**src/rtl/rq_offset_advance_pkg.sv**
```systemverilog
// rq_offset_advance_pkg: shared constants, head layout and FSM states for the RQ offset writer
package rq_offset_advance_pkg;
    localparam int QP_NUM_LOG   = 8;
    localparam int QPN_ENTRIES  = 1 << QP_NUM_LOG;
    localparam int OFFSET_WIDTH = 24;
    localparam int UNIT_LOG     = 4;
    localparam int SZ_LOG_MIN   = 4;
    localparam int SZ_LOG_MAX   = 11;
    localparam int HEAD_WIDTH   = 80;

    typedef enum logic [1:0] {INIT_s, IDLE_s, READ_s, WRITE_s} state_t;

    // Packed MSB-first: wqe_num [79:64], rq_length [63:32], sz_log [31:24], qpn [23:0]
    typedef struct packed {
        logic [15:0] wqe_num;
        logic [31:0] rq_length;
        logic [7:0]  sz_log;
        logic [23:0] qpn;
    } consume_head_t;
endpackage

```
**src/rtl/rq_offset_wrap_calc.sv**
```systemverilog
// rq_offset_wrap_calc: combinational offset advance with ring wrap and legality check
// i_dout current offset, i_wqe_num/i_sz_log/i_rq_length request fields,
// o_new_offset advanced offset (< limit), o_illegal request must be dropped
module rq_offset_wrap_calc
    import rq_offset_advance_pkg::*;
(
    input  logic [OFFSET_WIDTH-1:0] i_dout,
    input  logic [15:0]             i_wqe_num,
    input  logic [7:0]              i_sz_log,
    input  logic [31:0]             i_rq_length,
    output logic [OFFSET_WIDTH-1:0] o_new_offset,
    output logic                    o_illegal
);
    logic        w_sz_ok;
    logic [2:0]  w_shift;
    logic [31:0] w_inc;
    logic [31:0] w_limit;
    logic [31:0] w_sum;

    assign w_sz_ok = i_sz_log >= 8'(SZ_LOG_MIN) && i_sz_log <= 8'(SZ_LOG_MAX);
    // Shift clamped to 0 for illegal sizes so the datapath stays bounded; result is discarded then
    assign w_shift = w_sz_ok ? 3'(i_sz_log - 8'(UNIT_LOG)) : 3'd0;
    assign w_inc   = 32'(i_wqe_num) << w_shift;
    assign w_limit = i_rq_length >> UNIT_LOG;
    assign w_sum   = 32'(i_dout) + w_inc;
    // inc < limit and dout < limit, so a single subtraction suffices
    assign o_new_offset = OFFSET_WIDTH'(w_sum >= w_limit ? w_sum - w_limit : w_sum);
    assign o_illegal = !w_sz_ok || i_rq_length == 32'd0 ||
                       i_rq_length[UNIT_LOG-1:0] != '0 || w_inc >= w_limit;
endmodule

```
**src/rtl/rq_offset_advance.sv**
```systemverilog
// rq_offset_advance: per-QP RQ offset writer with post-reset table sweep
// consume_valid/consume_head/consume_ready request handshake,
// rq_offset_wen/addr/din/dout RAM port (dout 1 cycle after addr),
// consume_done/consume_err 1-cycle result pulses, init_done table zeroed
module rq_offset_advance
    import rq_offset_advance_pkg::*;
(
    input  logic                    clk,
    input  logic                    rst,
    input  logic                    consume_valid,
    input  logic [HEAD_WIDTH-1:0]   consume_head,
    output logic                    consume_ready,
    output logic                    rq_offset_wen,
    output logic [QP_NUM_LOG-1:0]   rq_offset_addr,
    output logic [OFFSET_WIDTH-1:0] rq_offset_din,
    input  logic [OFFSET_WIDTH-1:0] rq_offset_dout,
    output logic                    consume_done,
    output logic                    consume_err,
    output logic                    init_done
);
    state_t                  r_state, w_next;
    logic [QP_NUM_LOG-1:0]   r_cnt;
    logic [QP_NUM_LOG-1:0]   r_qpn;
    logic [15:0]             r_wqe_num;
    logic [7:0]              r_sz_log;
    logic [31:0]             r_rq_length;
    logic [OFFSET_WIDTH-1:0] r_new;
    logic                    r_init_done;
    consume_head_t           w_head;
    logic [OFFSET_WIDTH-1:0] w_new;
    logic                    w_illegal;
    logic                    w_last;
    logic                    w_unused_qpn_hi;

    assign w_head          = consume_head;
    assign w_last          = r_cnt == QP_NUM_LOG'(QPN_ENTRIES - 1);
    assign w_unused_qpn_hi = ^w_head.qpn[23:QP_NUM_LOG];
    assign init_done       = r_init_done;

    rq_offset_wrap_calc u_calc (
        .i_dout       (rq_offset_dout),
        .i_wqe_num    (r_wqe_num),
        .i_sz_log     (r_sz_log),
        .i_rq_length  (r_rq_length),
        .o_new_offset (w_new),
        .o_illegal    (w_illegal)
    );

    always_ff @(posedge clk or posedge rst) begin
        if (rst) begin
            r_state     <= INIT_s;
            r_cnt       <= '0;
            r_qpn       <= '0;
            r_wqe_num   <= '0;
            r_sz_log    <= '0;
            r_rq_length <= '0;
            r_new       <= '0;
            r_init_done <= 1'b0;
        end else begin
            r_state <= w_next;
            if (r_state == INIT_s) r_cnt <= r_cnt + 1'b1;
            if (r_state == INIT_s && w_last) r_init_done <= 1'b1;
            if (consume_valid && consume_ready) begin
                r_qpn       <= w_head.qpn[QP_NUM_LOG-1:0];
                r_wqe_num   <= w_head.wqe_num;
                r_sz_log    <= w_head.sz_log;
                r_rq_length <= w_head.rq_length;
            end
            if (r_state == READ_s) r_new <= w_new;
        end
    end

    always_comb begin
        w_next         = r_state;
        consume_ready  = 1'b0;
        rq_offset_wen  = 1'b0;
        rq_offset_addr = r_qpn;
        rq_offset_din  = '0;
        consume_done   = 1'b0;
        consume_err    = 1'b0;
        case (r_state)
            INIT_s: begin
                // Gated so nothing is written while reset is held
                rq_offset_wen  = !rst;
                rq_offset_addr = r_cnt;
                if (w_last) w_next = IDLE_s;
            end
            IDLE_s: begin
                consume_ready  = 1'b1;
                rq_offset_addr = w_head.qpn[QP_NUM_LOG-1:0];
                if (consume_valid) w_next = READ_s;
            end
            READ_s: begin
                consume_err = w_illegal;
                w_next      = w_illegal ? IDLE_s : WRITE_s;
            end
            WRITE_s: begin
                rq_offset_wen = 1'b1;
                rq_offset_din = r_new;
                consume_done  = 1'b1;
                w_next        = IDLE_s;
            end
        endcase
    end
endmodule

```
**config.mk**
```make
export PLATFORM = sky130hd
export DESIGN_NAME = rq_offset_advance
export DESIGN_NICKNAME = d
export VERILOG_FILES = /design/src/rtl/rq_offset_advance_pkg.sv /design/src/rtl/rq_offset_wrap_calc.sv /design/src/rtl/rq_offset_advance.sv
export SDC_FILE = /design/constraint.sdc
export NUM_CORES = 1
export LEC_CHECK = 0
export ABC_AREA = 0
export CAP_MARGIN = 25
export CORE_MARGIN = 2
export CORE_UTILIZATION = 49
export DETAILED_ROUTE_END_ITERATION = 6
export PLACE_DENSITY = 0.78
export SLEW_MARGIN = 15
export SYNTH_ARGS = -nofsm -noshare
export SYNTH_HDL_FRONTEND = slang
export SYNTH_SLANG_ARGS = --single-unit
```
**constraint.sdc**
```tcl
create_clock -name clk -period 5.9 [get_ports clk]
set_input_delay 0.59 -clock clk [delete_from_list [all_inputs] [get_ports clk]]
set_output_delay 0.59 -clock clk [all_outputs]
set_load 0.03 [all_outputs]
```
; Word level (Yosys, flattened, before mapping)
; Cells that the tools add are included.
; Widths: inputs -> output; s select.
[word_totals]
ff_bits = 99
latchBits = 0
mem_bits_rw = 0
mem_bits_ro = 0
output_inout_bits = 37
mem_count = 0
[classes]
addsub = 4
n_mul = 0
div_mod_pow = 0
n_lt_le_gt_ge = 4
n_eq_ne = 6
shifts = 1
n_mux = 12
bitwise = 0
n_reduce_logical = 12
[ops]
columns = op, count
row1 = $ge 32x28->1, 2
row2 = $mux 24, 2
row3 = $add 24x32->32, 1
row4 = $logic_not 32->1, 1
row5 = $shl 16x3->32, 1
row6 = $sub 24x24->24, 1
row7 = $pmux 8 s2, 1
row8 = $add 8x1->8 const B, 1
row9 = $eq 8x8->1 const B, 1
row10 = $ge 8x3->1 const B, 1
row11 = $le 8x4->1 const B, 1
row12 = $pmux 2 s4, 1
row13 = $mux 2, 3
row14 = $eq 2x2->1 const B, 2
row15 = $ne 2x2->1 const B, 2
row16 = $reduce_bool 4->1, 1
row17 = $logic_and 1x1->1, 3
row18 = $logic_or 1x1->1, 3
row19 = $mux 1, 3
row20 = $mux 3, 1
row21 = $sub 3x3->3 const B, 1
row22 = $eq 2x1->1 const B, 1
row23 = $logic_not 1->1, 2
row24 = $logic_not 2->1, 1
row25 = 2 further kinds, 2

; Longest topological paths before layout
[logic_depth]
word_depth = 8
ltp_mapped = 30

; Cells and area by module
; Synthesis repeated with hierarchy kept, for this count alone.
[hier_totals]
hier_cells = 879
hier_area_um2 = 8424.3
[modules_own_cells]
columns = mod, n_inst, cells_per_inst, area_each_um2
row1 = rq_offset_advance, 1, 315, 4411.7
row2 = rq_offset_wrap_calc, 1, 564, 4012.6

; Worst setup path before layout
; No wires, ideal clock.
[synth_path]
path_type = reg2reg
startpoint = reg r_sz_log[3]
endpoint = reg r_new[22]
arrival_ns = 6.129
setup_slack_ns = -0.297
stages_incl_launch_ff = 29
n_path_buf = 2
path_cell_list = dfrtp_1 > xor2_1 > and2_1 > buf_6 > nand2_1 > clkbuf_1 > mux4_2 > nand2_1 > nand2_1 > ha_1 > a21o_1 > or2_2 > a221o_1 > a31oi_4 > nor2_1 > nor3_1 > nor2_1 > ha_1 > nand4_1 > nor3_1 > o31ai_1 > o211ai_1 > a31oi_1 > o21ai_0 > a31oi_1 > o21ba_2 > or4_1 > nand2_1 > a311o_1
[synth_via]
elab_chain_cells = 7
[synth_lines]
columns = element, line
row1 = start: declaration, rq_offset_advance.sv:25  ; logic [7:0] r_sz_log;
row2 = start signal: assignment, rq_offset_advance.sv:66  ; r_sz_log <= w_head.sz_log;
row3 = $ge 8x3->1 / $le 8x4->1 (equally long branches), rq_offset_wrap_calc.sv:20  ; assign w_sz_ok = i_sz_log >= 8'(SZ_LOG_MIN) && i_sz_log <= 8'(SZ_LOG_MAX);
row4 = $logic_and 1x1->1 *, rq_offset_wrap_calc.sv:20
row5 = $mux 3 *, rq_offset_wrap_calc.sv:22  ; assign w_shift = w_sz_ok ? 3'(i_sz_log - 8'(UNIT_LOG)) : 3'd0;
row6 = $shl 16x3->32 *, rq_offset_wrap_calc.sv:23  ; assign w_inc = 32'(i_wqe_num) << w_shift;
row7 = $add 24x32->32 *, rq_offset_wrap_calc.sv:25  ; assign w_sum = 32'(i_dout) + w_inc;
row8 = $ge 32x28->1 / $sub 24x24->24 (equally long branches), rq_offset_wrap_calc.sv:27  ; assign o_new_offset = OFFSET_WIDTH'(w_sum >= w_limit ? w_sum - w_limit : w_sum);
row9 = $mux 24 *, rq_offset_wrap_calc.sv:27
row10 = end signal: assignment, rq_offset_advance.sv:69  ; if (r_state == READ_s) r_new <= w_new;
row11 = end: declaration, rq_offset_advance.sv:27  ; logic [OFFSET_WIDTH-1:0] r_new;
; Mark *: on every way between the ends. The rest lies on a longest branch, timed or not.
; A chain may end at the register's enable or synchronous reset.

; Final worst setup path
[layout_path]
startpoint = reg r_sz_log[6]
endpoint = reg r_new[22]
; Same word-level chain as after synthesis.

==> impl_metrics.csv <==
group,metric,value,unit
clocking,ctsHoldBuffers,0,
routing,drc,0,
cells_and_area,num-nets-final,1223,
grt,antenna_found_initial,1,
clocking,clk_latency,0.36,ns
sta,rsz0062_at_grt,"yes",
cells_and_area,multiInputGateArea,5380,µm²
floorplan,die_height,132,µm
floorplan,std_cell_rows,46,
sta,fin_crit,5.71,ns
setup_path,r2r_cells,25,
sta,hold_viol,0,
floorplan,start_util,0.503,
cells_and_area,fill_cells,1340,
logic_synthesis,yosys_warnings,0,
logic_synthesis,ys_seq_elements,99,
grt,grt_pass1_vias,6541,
clocking,clkTransAtPathRegs,0.07,ns
grt,grt_usage,0.229,
clocking,numCtsBuffers,9,
grt,grt_max_degree,65,
routing,drtPass1Iterations,5,
sta,max_freq,175,MHz
sta,fin_ws,0.192,ns
setup_path,critPathKind,"reg2reg",
logic_synthesis,ys_seq_area_frac,0.310,
setup_path,worst-path-max-fanout,7,
cells_and_area,drive_gt1_frac,0.199,
cells_and_area,area_growth,29.9,%
hold_path,hp-start,"init_done$_DFFE_PP0P_",
setup_path,critPathLaunch,"r_sz_log[6]$_DFFE_PP0P_",
logic_synthesis,synth.area.top_cells,"dfrtp_1 (31%), ha_1 (11%), mux2_2 (9.3%), nand2_1 (4.6%), a21oi_1 (3.7%)",
setup_path,r2r-start,"r_sz_log[6]$_DFFE_PP0P_",
logic_synthesis,syn-num-nets,1062,
cells_and_area,seqCellArea,2480,µm²
setup_path,cp.arrival,6.00,ns
sta,min_period_over_period,0.967,
setup_path,reg2reg_slack,0.19,ns
sta,worst_slew_pin_slew,0.841,ns
floorplan,dieWidth,132,µm
placed_design,portBuffers,127,
routing,wl_per_cell,16.5,µm
logic_synthesis,netlist_area,7990,µm²
placed_design,post-place-ws,-0.00685,ns
clocking,cts_num_sinks,99,
routing,vias,7143,
logic_synthesis,synth_cell_type_count,78,
routing,via_per_inst,5.65,
job,drv_cap,0,
logic_synthesis,synth_top_cell_area_share,0.310,
run_status,status,"finished clean",
floorplan,io_pins,144,
setup_path,crit_end,"r_new[22]$_DFFE_PP0P_",
setup_path,rr_endpoint,"r_new[22]$_DFFE_PP0P_",
sta,maxSlewViolCount,0,
logic_synthesis,synth_area_per_cell,9.06,µm²
sta,max_slew_margin,0.439,
placed_design,routabilityCongestion,0.906,
sta,skew,0.00964,ns
logic_synthesis,synth-edff-count,0,
clocking,cts_tree,"yes",
clocking,root_buffer,"clkbuf_16",
floorplan,core_area,15900,µm²
placed_design,dpl.hpwl,15.9,mm
routing,wirelength,20.8,mm
sta,setup_viol,0,
logic_synthesis,synth_ff_type,"dfrtp_1",
logic_synthesis,async_flop_share,1.00,
grt,globalRouteOverflowTotal,0,
logic_synthesis,yosysTopAreaCell,"dfrtp_1",
routing,antenna_left,0,
setup_path,cp.required,6.19,ns
logic_synthesis,ys_top_cells_by_count,"dfrtp_1 (99), nand2_1 (99), ha_1 (72)",
grt,grt_pass1_wl,32.3,mm
routing,drt_iter0_drc,544,
setup_path,crit_path_start_kind,"flop",
hold_path,hold_class,"reg2reg",
floorplan,die-area,17300,µm²
clocking,cts_buffer_depth,2,
logic_synthesis,postSynthCellCount,882,
clocking,htreeDepth,3,
setup_path,worst_setup_path_end_kind,"flop",
flip-flops by register name, summed over array words and instances, names as in the netlist:
| register | cells |
|---|---|
| init_done | 1 |
| r_cnt | 8 |
| r_new | 24 |
| r_qpn | 8 |
| r_rq_length | 32 |
| r_state | 2 |
| r_sz_log | 8 |
| r_wqe_num | 16 |
worst min path at each step:
stage / end / slack [ns] / depth (start not counted)
3_3_place_gp: r_new[2]$_DFFE_PP0P_ / 0.47 / 2
3_5_place_dp: init_done$_DFFE_PP0P_ / 0.46 / 1
4_1_cts: init_done$_DFFE_PP0P_ / 0.48 / 1
6_report: init_done$_DFFE_PP0P_ / 0.48 / 1
2_1_floorplan: r_new[2]$_DFFE_PP0P_ / 0.45 / 2
5_1_grt: init_done$_DFFE_PP0P_ / 0.51 / 1
per-layer routing:
layer,global-route usage,share of wire
met1,0.323,0.46
met5,0,0
met4,0.0700,0.016
met2,0.373,0.47
met3,0.0258,0.052
worst max-delay path, cell delays in order, from the launching register on:
cell,delay [ns]
dfrtp_1,0.41
nor4_4,0.30
and2_4,0.20
nand2_4,0.08
buf_12,0.15
buf_6,0.13
mux4_2,0.44
nand2_2,0.11
nand2_4,0.08
ha_4,0.16
a21o_1,0.18
a31o_2,0.21
a221o_1,0.36
a41oi_4,0.31
o21ai_2,0.10
xor2_1,0.19
ha_1,0.37
nand4_1,0.12
nor4_2,0.35
a311oi_2,0.08
o211ai_1,0.28
a31oi_4,0.20
buf_12,0.18
or4_1,0.46
nand2_1,0.08
a311o_1,0.10
kinds of logic after synthesis:
group | after synthesis | synth area share
and+or+nand+nor | 277 | 0.164
buffers and inverters | 86 | 0.0418
muxes | 84 | 0.128
xor gates and xnor gates | 48 | 0.0526
AOI/OAI and AO/OA | 212 | 0.184
adders and majority gates | 76 | 0.119
DFF | 99 | 0.310
repair_timing:
item / in CTS / in global routing
pin swaps: 1 / 30
cloned: 0 / 2
resized for setup: 3 / 44
endpoints found under the setup margin: 1 / 24
hold endpoints to repair: 0 / 0
buffers inserted: 0 / 22
layout by cell type, fill, tap and decap left out, types with 13 or more instances in the layout:
cell,n
dfrtp_1,99
xor2_1,17
nand4_1,15
o21ai_0,27
nor2_1,66
nand3_1,21
a21oi_1,55
and2_1,26
xnor2_1,30
a21o_1,23
nand2_1,90
inv_1,47
clkdlybuf4s50_1,127
a31oi_1,13
ha_1,64
buf_4,54
mux2_2,66
final cells by class:
| cell class | count | share of cell area |
|---|---|---|
| clock inverters | 6 | 0.00470 |
| inverters | 49 | 0.0182 |
| clock buffers | 9 | 0.0217 |
| diodes | 1 | 0.000241 |
| multi-input cells | 697 | 0.518 |
| well taps | 216 | 0.0260 |
| repair buffers | 187 | 0.172 |
| flip-flops and latches | 99 | 0.239 |
per-stage QoR:
| stage | util | hold slack, ns | instances | instance area (µm²) | TNS, ns |
|---|---|---|---|---|---|
| 2_1_floorplan | - | 0.445 | 882 | 8010 | -0.00563 |
| 3_3_place_gp | 0.611 | 0.469 | 1224 | 9700 | 0 |
| 3_5_place_dp | 0.611 | 0.463 | 1224 | 9700 | -0.00685 |
| 4_1_cts | 0.629 | 0.479 | 1239 | 9990 | 0 |
| 5_1_grt | 0.653 | 0.506 | 1264 | 10400 | -0.193 |
| 6_report | 0.653 | 0.479 | 1264 | 10400 | 0 |
Power is not shown: default switching activity piles up to over one toggle a cycle in this logic, so the estimate is an artifact.
